--- config.mk ---
export PLATFORM = sky130hd
export DESIGN_NAME = prefetch_queue
export DESIGN_NICKNAME = d
export VERILOG_FILES = /design/src/rtl/prefetch_queue_pkg.sv /design/src/rtl/prefetch_queue_fetch_fifo.sv /design/src/rtl/prefetch_queue.sv
export SDC_FILE = /design/constraint.sdc
export NUM_CORES = 1
export LEC_CHECK = 0
export CAP_MARGIN = 20
export CORE_UTILIZATION = 45
export DETAILED_ROUTE_END_ITERATION = 8
export PLACE_DENSITY = 0.66
export SYNTH_ARGS = -nofsm -noshare
export SYNTH_HDL_FRONTEND = slang
export SYNTH_SLANG_ARGS = --single-unit
export TNS_END_PERCENT = 30
--- constraint.sdc ---
create_clock -name clk -period 6.25 [get_ports clk]
set_input_delay 1.25 -clock clk [delete_from_list [all_inputs] [get_ports clk]]
set_output_delay 1.25 -clock clk [all_outputs]
set_load 0.1 [all_outputs]
--- src/rtl/prefetch_queue_pkg.sv ---
// Shared constants and helpers for the instruction prefetch queue.
// Widths are derived from the top-level parameters through these helpers.
package prefetch_queue_pkg;

  localparam int unsigned DEF_XLEN  = 16;
  localparam int unsigned DEF_DEPTH = 4;

  // Pointer width for a power-of-two queue; never less than one bit.
  function automatic int unsigned ptr_bits(input int unsigned depth);
    return (depth > 1) ? $clog2(depth) : 1;
  endfunction

endpackage

--- src/rtl/prefetch_queue_fetch_fifo.sv ---
// Synchronous power-of-two FIFO holding fetched {instr, pc} entries.
// A clear takes priority over push and pop in the same cycle.
module fetch_fifo
  import prefetch_queue_pkg::*;
#(
  parameter int unsigned WIDTH = 32,
  parameter int unsigned DEPTH = DEF_DEPTH,
  localparam int unsigned PW = ptr_bits(DEPTH),
  localparam int unsigned CW = PW + 1
) (
  input  logic             clk,
  input  logic             rst_n,
  input  logic             clear,
  input  logic             push,
  input  logic             pop,
  input  logic [WIDTH-1:0] din,
  output logic [WIDTH-1:0] dout,
  output logic [CW-1:0]    count
);

  logic [WIDTH-1:0] storage [DEPTH];
  logic [PW-1:0]    rd_ptr;
  logic [PW-1:0]    wr_ptr;

  // NOTE: storage is reset so the head reads as zero out of reset; at this
  // depth that costs little, and it keeps out_instr/out_pc free of X.
  // NOTE: all sequential state uses non-blocking assignments so every
  // register samples pre-edge values and simulation matches hardware.
  always_ff @(posedge clk or negedge rst_n) begin
    if (!rst_n) begin
      rd_ptr <= '0;
      wr_ptr <= '0;
      count  <= '0;
      for (int i = 0; i < int'(DEPTH); i++) storage[i] <= '0;
    end else if (clear) begin
      rd_ptr <= '0;
      wr_ptr <= '0;
      count  <= '0;
    end else begin
      if (push) begin
        storage[wr_ptr] <= din;
        wr_ptr          <= wr_ptr + 1'b1;
      end
      if (pop) rd_ptr <= rd_ptr + 1'b1;
      case ({push, pop})
        2'b10:   count <= count + 1'b1;
        2'b01:   count <= count - 1'b1;
        default: count <= count;
      endcase
    end
  end

  assign dout = storage[rd_ptr];

endmodule

--- src/rtl/prefetch_queue.sv ---
// Instruction-fetch front end: issues reads to one-cycle-latency memory,
// queues {instr, pc} pairs and hands them to decode over valid/ready.
module prefetch_queue
  import prefetch_queue_pkg::*;
#(
  parameter int unsigned     XLEN     = DEF_XLEN,
  parameter int unsigned     DEPTH    = DEF_DEPTH,
  parameter logic [XLEN-1:0] RESET_PC = '0,
  localparam int unsigned    LW       = ptr_bits(DEPTH) + 1
) (
  input  logic            clk,
  input  logic            rst_n,
  output logic            mem_ren,
  output logic [XLEN-1:0] mem_addr,
  input  logic [XLEN-1:0] mem_data,
  input  logic            redirect,
  input  logic [XLEN-1:0] redirect_pc,
  input  logic            halt,
  output logic            out_valid,
  output logic [XLEN-1:0] out_instr,
  output logic [XLEN-1:0] out_pc,
  input  logic            out_ready,
  output logic [LW-1:0]   level
);

  logic [XLEN-1:0]   fetch_pc;
  logic              inflight;
  logic [XLEN-1:0]   inflight_pc;
  logic [LW-1:0]     count;
  logic [2*XLEN-1:0] head;
  logic              pop;
  logic              push;
  logic              issue;
  logic [LW:0]       credit_used;

  assign out_valid = (count != '0);
  assign pop       = out_valid & out_ready & ~redirect;
  assign push      = inflight & ~redirect;

  // Credit counts queued entries plus the outstanding read, less this
  // cycle's pop, so a response always finds a free slot when it lands.
  // NOTE: every signal written here gets a default first, so no path can
  // leave it unassigned and infer a latch.
  always_comb begin
    credit_used = {1'b0, count} + (LW+1)'(inflight) - (LW+1)'(pop);
    issue       = 1'b0;
    if (rst_n && !halt && !redirect && (credit_used < (LW+1)'(DEPTH)))
      issue = 1'b1;
  end

  assign mem_ren  = issue;
  assign mem_addr = fetch_pc;

  always_ff @(posedge clk or negedge rst_n) begin
    if (!rst_n) begin
      fetch_pc    <= RESET_PC;
      inflight    <= 1'b0;
      inflight_pc <= '0;
    end else if (redirect) begin
      fetch_pc <= redirect_pc;
      inflight <= 1'b0;
    end else begin
      inflight <= issue;
      if (issue) begin
        fetch_pc    <= fetch_pc + 1'b1;
        inflight_pc <= fetch_pc;
      end
    end
  end

  fetch_fifo #(
    .WIDTH (2*XLEN),
    .DEPTH (DEPTH)
  ) u_fifo (
    .clk   (clk),
    .rst_n (rst_n),
    .clear (redirect),
    .push  (push),
    .pop   (pop),
    .din   ({mem_data, inflight_pc}),
    .dout  (head),
    .count (count)
  );

  assign out_instr = head[2*XLEN-1:XLEN];
  assign out_pc    = head[XLEN-1:0];
  assign level     = count;

endmodule

==> summary.md, run 1 <==
| Metric | Value |
|---|---|
| Crit Path Category | in2out |
| Most used flip-flop cell after synthesis | dfrtp_1 |
| Top Ports | 90 |
| Final Power | 0.00502 W |
| N_diodes | 0 |
| CTS resizes | 0 |
| WL/cell | 19.1 µm |
| Die area | 17500 µm² |
| Initial antenna violation count | 0 |
| Most used cell, CP | ha_1 |
| Port bufs | 89 |
| Async set-reset flop share out of synthesis | 1.00 |
| Vias in the first global route | 4844 |
| Reg power frac | 0.318 |
| Global placement routability congestion | roughly 0.78 |
| Sequential fraction of the synthesis area | 0.551 |
| List of most frequent post-synthesis cells | 168 x dfrtp_1, 131 x mux2_2, 32 x mux4_2, 21 x nand2_1, 17 x buf_1 |
| NetSw | between 0.002 and 0.0025 W |
| Layout cells sized above 1 | 0.356 |
| Synth Instances | around 500 |
| Fin cells | slightly above 800 |
| Leakage | approximately 4.2 nW |
| Cell taking the most area after synthesis | dfrtp_1 |
| Final Cycle Share | 0.831 |
| # rows | 47 |
| Drt initial violations | between 150 and 200 |
| Die Span Y | 132 µm |
| Final hold violations | 0 |
| PwrDens | 543 nW/µm² |
| Cts bufs inserted | 17 |
| Combinational fraction of design power | 0.493 |
| Total Wirelength | 15700 µm |
| DR pass1 iterations | 4 |
| Syn Nets | 553 |
| Final worst setup slack | 1.06 ns |
| Fin. max-slew vios | 0 |
| RSZ-0062 raised after global routing | no |
| Min Tclk post-route | 5.19 ns |
| Met3 WL | roughly 540 µm |
| Nets@finish | around 640 |
| Core area | 16600 µm² |
| CTS tree | yes |
| Worst path slowest cell | nor4_4 |
| CTS root buf | clkbuf_16 |
| CP Data Arrival Time | 3.94 ns |
| Synthesized cell area | 7630 µm² |
| MaxCap Viol Count | 0 |
| Clock Path Buffers | 2 |
| CP max FO | 10 |
| Worst hold path type | reg2reg |
| Yosys top cell area share | 0.551 |
| Initial core utilization | 0.460 |
| Wl on met1 | 7520 µm |
| Vias/cell | between 5 and 6 |
| Yosys warns | 0 |
| Worst-Margin Slew | 1.01 ns |
| FMAX | 0.193 GHz |
| # Post-CTS Setup Buffers | 0 |
| Status | complete, no violations |
| Detailed-route DRC error count | 0 |
| Total number of vias | 4455 |
| Post-CTS Hold Fix Bufs | 0 |
| CTS clk-pin slew, worst paths | roughly 0.06 ns |
| First-pass GRT wire length | about 26000 µm |
| Netlist cell types | 37 |
| Synth Register Bits | 168 |
| Synth-to-layout area growth | 21.3% |
| Post-Place Worst Slack | 1.04 ns |
| Avg Cell Area, Syn | 15.0 µm² |
| Final ANT Viol Nets | 0 |
| HPWL after detailed placement | 9860 µm |
| GRT overflow | 0 |
| Clk Latency, worst-skew pair | around 0.42 ns |
| Crit path required time | ~5 ns |
| Most common cell in the netlist | dfrtp_1 |
| Sw frac | 0.462 |
| Dominant cells by area after synthesis | dfrtp_1 55%, mux2_2 19%, mux4_2 9.4%, mux2_4 1.6%, mux2_1 1.3% |
| Met2 routed WL | 7450 µm |
| Die Width | 132 µm |
| Setup Skew | 0.00653 ns |
| Critical Path Max Stage Delay | roughly 0.48 ns |
| TritonCTS Sinks | 168 |
| EDFF count, synth | 0 |
| Clock power frac | 0.189 |
| Setup tns final | 0 ns |
| Core Util, Final | 0.558 |
| Pint | 0.00270 W |
| Final setup vio count | 0 |
| Slew margin rel. | 0.322 |
| Placed cells | 791 |
| Startpoint types | primary input |
| Critical Path Sink Type | primary output |
| Pin count of the biggest net entering global routing | 69 |
| Crit-path cells | clkdlybuf4s50_1 > o31ai_1 > nor2_1 > ha_1 > inv_1 > ha_1 > and3b_4 > nor4_4 > o21ai_2 > or2_1 > inv_2 > buf_12 |
| Max Used Layer | met4 |
| Htree depth | 4 |
| Max VDD drop | 0.000384 V |
| Total global-route track usage | 0.195 |
==> state kept, by name, summed over array words and instances, names as in the netlist <==
signal	count
u_fifo.count	3
u_fifo.storage	128
u_fifo.wr_ptr	2
inflight	1
u_fifo.rd_ptr	2
inflight_pc	16
mem_addr	16
==> power by group through the flow <==
stage,logic [W],clock network (W),registers (W)
2_1_floorplan,0.00189,0,0.00165
3_3_place_gp,0.00246,0,0.00159
3_5_place_dp,0.00249,0,0.00162
4_1_cts,0.00250,0.000966,0.00160
5_1_grt,0.00257,0.00101,0.00165
6_report,0.00248,0.000947,0.00160
==> cells by family after synthesis <==
kind of cell	after synthesis	synth area share
AOI/OAI and AO/OA	25	0.0230
xor gates and xnor gates	16	0.0184
adders and majority gates	9	0.0157
buffers and inverters	38	0.0217
DFF	168	0.551
muxes	183	0.321
and+or+nand+nor	68	0.0494
==> placed cells by master (no fill, tap or decap), types with 6 or more instances in the layout <==
cell type        synthesis  routed
clkdlybuf4s50_1          0      87
mux2_4                   8       8
nor2b_1                  7       7
mux4_2                  32      32
xnor2_1                  7       7
and4_1                   6       6
nor2_1                  11      11
nand2_1                 21      17
clkbuf_1                10       6
dfrtp_1                168     166
nand3_1                  7       7
inv_1                    6       6
clkbuf_16                0      17
mux2_2                 131     131
mux2_1                   9       9
ha_1                     8       8
o21ai_0                 12      12
xor2_1                   9       9
==> worst max-delay path: cells and delay by family <==
kind / cells / cell delay [ns]
AND/OR/NAND/NOR: 4 / 1.15
buffers and inverters: 4 / 0.78
adder cells (fa/ha/maj): 2 / 0.42
AO/OA/AOI/OAI: 2 / 0.32
==> per-stage QoR <==
step	hold slack, ns	instance area (µm²)
floorplan	0.474	7630
global placement	0.481	8720
detailed placement	0.488	8720
CTS	0.502	9250
global route	0.511	9250
finish	0.500	9250
==> area by class of cell <==
class / count / area, µm²
repair buffers: 94 / 940
fillers: 1382 / 7330
clock inverters: 2 / 12.5
flip-flops and latches: 168 / 4210
multi-input cells: 301 / 3270
well taps: 220 / 275
inverters: 8 / 30.0
clock buffers: 28 / 517
==> final timing paths <==
check | startpoint | to | slack (ns) | cells past startpoint
hold / removal | u_fifo.storage[58]$_DFFE_PN0P_ | u_fifo.storage[58]$_DFFE_PN0P_ | 0.50 | 1
max in group asynchronous | rst_n | u_fifo.storage[126]$_DFFE_PN0P_ | 3.57 | 3
min in group asynchronous | rst_n | u_fifo.storage[122]$_DFFE_PN0P_ | 0.71 | 1
setup reg to reg | u_fifo.count[1]$_DFFE_PN0P_ | inflight_pc[5]$_DFFE_PN0P_ | 2.66 | 11
hold reg to reg | u_fifo.storage[58]$_DFFE_PN0P_ | u_fifo.storage[58]$_DFFE_PN0P_ | 0.50 | 1
setup / recovery | out_ready | mem_ren | 1.06 | 12
==> routing by layer <==
layer,track usage,vias to the layer above
met5,0,-
met4,0.0600,0
met3,0.0458,16
li1,-,2023
met2,0.310,95
met1,0.269,2321
(Power assumes the default switching activity.)
==> run 2, diff against run 1 <==
==> constraint.sdc (replaced) <==
create_clock -name clk -period 5.3 [get_ports clk]
set_input_delay 1.06 -clock clk [delete_from_list [all_inputs] [get_ports clk]]
set_output_delay 1.06 -clock clk [all_outputs]
set_load 0.1 [all_outputs]
==> summary.md, run 2 (same netlist as run 1, synthesis figures left out) <==
| Metric | Value |
|---|---|
| Status | complete, no violations |
| N_diodes | 0 |
| MaxCap Viol Count | 0 |
| Setup Skew | 0.00670 ns |
| Initial antenna violation count | 0 |
| Pin count of the biggest net entering global routing | 68 |
| Hold WS | about 0.50 ns |
| CTS resizes | 0 |
| RSZ-0062 raised after global routing | no |
| Final ANT Viol Nets | 0 |
| Final hold violations | 0 |
| HP Start | u_fifo.storage[37]$_DFFE_PN0P_ |
| Setup tns final | 0 ns |
| CP Data Arrival Time | 3.59 ns |
| Htree depth | 4 |
| Critical Path Sink Type | primary output |
| CTS clk-pin slew, worst paths | 0.06 ns |
| Die Width | 132 µm |
| CTS tree | yes |
| Worst-Margin Slew | just over 1 ns |
| Clock Path Buffers | 2 |
| Core area | 16600 µm² |
| Hold path endpoint | u_fifo.storage[37]$_DFFE_PN0P_ |
| Final Cycle Share | 0.878 |
| CTS root buf | clkbuf_16 |
| Cts bufs inserted | 17 |
| Vias in the first global route | 4917 |
| Top Ports | 90 |
| Max reg flops | 128 |
| Drt initial violations | 176 |
| Grt peak-use layer | met2 |
| PwrDens | 655 nW/µm² |
| Port bufs | 89 |
| M2 GR Usage | 0.315 |
| Reg-to-Reg End | inflight_pc[5]$_DFFE_PN0P_ |
| Met3 Use GR | 0.0411 |
| Commonest non-fill, non-tap cell in the layout | dfrtp_1 |
| # Post-CTS Setup Buffers | 0 |
| Final Power | 0.00614 W |
| Die Span Y | between 100 and 150 µm |
| Detailed-route DRC error count | 0 |
| Top reg by flops | u_fifo.storage |
| # rows | 47 |
| GRT overflow | 0 |
| Startpoint types | primary input |
| HPWL after detailed placement | 9950 µm |
| Fin. max-slew vios | 0 |
| Post-Place Worst Slack | 0.656 ns |
| Worst R2R Path Depth | 11 |
| Layout cells sized above 1 | 0.368 |
| Final worst setup slack | ~0.65 ns |
| WHS Path Cells | 1 |
| Post-CTS Hold Fix Bufs | 0 |
| Met1 Resource Use GR | 0.267 |
| R2r setup slk | 1.84 ns |
| Die area | 17500 µm² |
| Total Wirelength | roughly 16000 µm |
| Worst hold path type | reg2reg |
| TritonCTS Sinks | 168 |
| Crit path required time | 4.24 ns |
| Worst path slowest cell | clkdlybuf4s50_1 |
| Total number of vias | 4509 |
| Final setup vio count | 0 |
| First-pass GRT wire length | 26400 µm |
| DR pass1 iterations | 4 |
| FMAX | ~0.21 GHz |
| Total global-route track usage | 0.197 |
| CP max FO | 10 |
| Worst R2R Start | u_fifo.count[1]$_DFFE_PN0P_ |
| Synth-to-layout area growth | 23.0% |
| Most frequent cells in the layout | 166 x dfrtp_1, 131 x mux2_2, 87 x clkdlybuf4s50_1, 32 x mux4_2 |
| Fill cells | 1360 |
| Clk Latency, worst-skew pair | 0.43 ns |
| Min Tclk post-route | 4.65 ns |
| Leakage | between 4 and 5 nW |
| Crit Path Category | in2out |
| Crit-path cells | clkdlybuf4s50_1 > o31ai_1 > nor2_1 > ha_1 > inv_1 > ha_1 > and3b_4 > nor4_4 > buf_4 > o21ai_2 > or2_1 > inv_2 > buf_12 |
| Most used cell, CP | ha_1 |
| Initial core utilization | 0.460 |
| WL/cell | about 19 µm |
| Global placement routability congestion | 0.796 |
| Nets@finish | about 640 |
| Max VDD drop | 0.000442 V |
| Vias/cell | between 5 and 6 |
| Slew margin rel. | 0.313 |
| Critical Path Max Stage Delay | between 0.4 and 0.5 ns |
-- run 2: cell types whose count changed in the layout (fill, tap and decap cells not counted), sizes merged --
cell,change
buf,+1
bufinv,+4
clkbuf,-7
clkinv,+4
inv,+1
-- run 2: power by group --
part           total [W]  switching, W  internal (W)
Clock            0.00132      0.000497      0.000827
Sequential       0.00187      0.000273       0.00160
Combinational    0.00295       0.00201      0.000944
-- run 2: how the worst max path moves through the flow --
stage / from / end / slack (ns) / depth (start not counted)
final: out_ready / mem_ren / 0.65 / 13
after global routing: out_ready / mem_ren / 0.46 / 13
after CTS: out_ready / mem_ren / 0.65 / 13
after detailed placement: out_ready / mem_ren / 0.66 / 13
after global placement: out_ready / mem_ren / 0.67 / 13
after floorplan: redirect / mem_ren / 0.26 / 14
-- run 2: through the flow --
stage,util,instances,instance area [µm²]
after floorplan,-,507,7630
after global placement,0.527,792,8740
after detailed placement,0.527,792,8740
after CTS,0.566,824,9380
after global routing,0.566,824,9380
final,0.566,824,9380
-- run 2: critical path, delay by kind of cell --
family | cells | cell delay [ns]
buffers and inverters | 5 | 0.96
AND/OR/NAND/NOR | 4 | 0.87
adder cells (fa/ha/maj) | 2 | 0.43
AO/OA/AOI/OAI | 2 | 0.25
-- run 2: area by class of cell --
| type | instances | area, µm² | share of cell area |
|---|---|---|---|
| Sequential cell | 168 | 4210 | 0.448 |
| Multi-Input combinational cell | 301 | 3270 | 0.349 |
| Timing Repair Buffer | 95 | 960 | 0.102 |
| Clock buffer | 21 | 470 | 0.0502 |
| Tap cell | 220 | 275 | 0.0293 |
| Clock inverter | 11 | 169 | 0.0180 |
| Inverter | 8 | 30.0 | 0.00320 |
-- run 2: routing by layer --
layer	vias up	wire (µm)
met2	106	7480
met1	2348	7280
met5	-	0
met3	21	599
met4	0	246
li1	2034	-
==> run 3, diff against run 2 <==
--- a/config.mk
+++ b/config.mk
@@ -6,9 +6,8 @@
 export NUM_CORES = 1
 export LEC_CHECK = 0
 export CAP_MARGIN = 20
-export CORE_UTILIZATION = 45
+export CORE_UTILIZATION = 40
 export DETAILED_ROUTE_END_ITERATION = 8
-export PLACE_DENSITY = 0.66
 export SYNTH_ARGS = -nofsm -noshare
 export SYNTH_HDL_FRONTEND = slang
 export SYNTH_SLANG_ARGS = --single-unit
==> summary.md, run 3 (same netlist as run 1, synthesis figures left out) <==
| Metric | Value |
|---|---|
| Critical Path Max Stage Delay | 0.48 ns |
| Worst path slowest cell | clkdlybuf4s50_1 |
| Clk Latency, worst-skew pair | 0.42 ns |
| Max Used Layer | met4 |
| WL/cell | 19.4 µm |
| Met3 WL | 446 µm |
| PwrDens | about 650 nW/µm² |
| Worst-Margin Slew | 1.03 ns |
| Crit path required time | 4.24 ns |
| First-pass GRT wire length | 26900 µm |
| Die Span Y | 140 µm |
| Global placement routability congestion | 0.782 |
| Worst hold path type | in2async |
| Most used cell, CP | ha_1 |
| Max VDD drop | around 0.00049 V |
| Max reg flops | roughly 130 |
| Clock Path Buffers | 2 |
| Vias/cell | ~5.3 |
| Top Ports | 90 |
| # rows | 50 |
| HPWL after detailed placement | 10200 µm |
| CP max FO | 10 |
| Setup Skew | 0.00728 ns |
| Fin. max-slew vios | 0 |
| Htree depth | 4 |
| RSZ-0062 raised after global routing | no |
| CTS resizes | 0 |
| Total global-route track usage | 0.180 |
| Detailed-route DRC error count | 1 |
| Top reg by flops | u_fifo.storage |
| Failing checks | DRC |
| Final hold violations | 0 |
| Fill cells | 1559 |
| Wl on met1 | 7530 µm |
| Vias in the first global route | between 4000 and 5000 |
| MaxCap Viol Count | 0 |
| Most frequent cells in the layout | 166 x dfrtp_1, 131 x mux2_2, 87 x clkdlybuf4s50_1, 32 x mux4_2 |
| Crit Path Category | in2out |
| Synth-to-layout area growth | 23.2% |
| Pin count of the biggest net entering global routing | 82 |
| # Post-CTS Setup Buffers | 0 |
| CTS root buf | clkbuf_16 |
| FMAX | 0.217 GHz |
| Initial antenna violation count | 0 |
| Nets@finish | 639 |
| Buf/Inv on CP | 4 |
| Port bufs | 89 |
| Post-CTS Hold Fix Bufs | 0 |
| Final Cycle Share | 0.869 |
| Die Width | 140 µm |
| DR pass1 iterations | 6 |
| Drt initial violations | 240 |
| GRT overflow | 0 |
| Flip-flop and latch area | around 4200 µm² |
| TritonCTS Sinks | 168 |
| Met2 routed WL | 8170 µm |
| Cts bufs inserted | 17 |
| Crit-path cells | clkdlybuf4s50_1 > o31ai_1 > nor2_1 > ha_1 > inv_1 > ha_1 > and3b_4 > o211a_1 > o21ai_2 > or2_1 > inv_2 > buf_12 |
| Leakage | 4.28 nW |
| Min Tclk post-route | between 4 and 5 ns |
| Critical Path Sink Type | primary output |
| N_diodes | 0 |
| Status | finished, violations left |
| Initial core utilization | 0.408 |
| CTS tree | yes |
| CTS clk-pin slew, worst paths | approximately 0.060 ns |
| CP top delay family | buffers and inverters |
| Setup tns final | 0 ns |
| Final ANT Viol Nets | 0 |
| Startpoint types | primary input |
| Core area | 18700 µm² |
| Total Wirelength | 16300 µm |
| CP Data Arrival Time | 3.54 ns |
| Layout cells sized above 1 | 0.369 |
| Die area | 19600 µm² |
| Total number of vias | 4440 |
| Multi-input logic area | 3270 µm² |
| Hold WS | ~0.48 ns |
| Commonest non-fill, non-tap cell in the layout | dfrtp_1 |
| Slew margin rel. | 0.310 |
| Final setup vio count | 0 |
run 3: cell count changes in the layout (fill, tap and decap cells not counted):
cell and delta:
buf_12 -1, buf_16 +1, buf_4 +2, bufinv_16 -1, clkbuf_8 +2, clkinv_2 +1, clkinv_4 -2, inv_6 -1
run 3: worst reg2reg max path, cell delays in order (launching register included):
cell and delay [ns]:
dfrtp_1 0.45, o31ai_1 0.70, nor2_1 0.09, ha_1 0.21, inv_1 0.05, ha_1 0.21
and3b_4 0.19, o211a_1 0.33, o21ai_2 0.22, or2_1 0.22, buf_4 0.34, mux2_1 0.36
run 3: through the flow:
step                instance area (µm²)  power [W]  cells  setup WS, ns   util
floorplan                          7630    0.00417    507         0.258      -
detailed placement                 8750    0.00487    807         0.683  0.468
global placement                   8750    0.00481    807         0.688  0.468
CTS                                9370    0.00616    838         0.671  0.501
global route                       9400    0.00637    839         0.449  0.502
finish                             9400    0.00610    839         0.696  0.502
run 3: path summary, 6_finish.rpt:
path | start | end | slack (ns) | cells after the start
max | out_ready | mem_ren | 0.70 | 12
min | rst_n | mem_addr[5]$_DFFE_PN0P_ | 0.48 | 1
max reg2reg | u_fifo.count[1]$_DFFE_PN0P_ | inflight_pc[1]$_DFFE_PN0P_ | 1.81 | 11
min reg2reg | u_fifo.storage[58]$_DFFE_PN0P_ | u_fifo.storage[58]$_DFFE_PN0P_ | 0.50 | 1
max in group asynchronous | rst_n | u_fifo.rd_ptr[1]$_DFFE_PN0P_ | 3.66 | 2
min in group clk | u_fifo.storage[58]$_DFFE_PN0P_ | u_fifo.storage[58]$_DFFE_PN0P_ | 0.50 | 1
run 3: final cells by class:
cell class / instances / area share
well taps: 234 / 0.0312
inverters: 8 / 0.00320
multi-input cells: 301 / 0.348
clock inverters: 8 / 0.0125
repair buffers: 97 / 0.105
clock buffers: 23 / 0.0530
flip-flops and latches: 168 / 0.448
run 3: metal layers:
| metal | global-route usage | up-vias |
|---|---|---|
| met2 | 0.307 | 74 |
| li1 | - | 2032 |
| met1 | 0.235 | 2324 |
| met5 | 0 | - |
| met4 | 0.0492 | 0 |
| met3 | 0.0345 | 10 |
run 3: power by group:
group          internal, W  leakage (nW)  switching [W]
sequential         0.00160          2.21       0.000275
clock             0.000799         0.305       0.000480
combinational     0.000941          1.76        0.00201
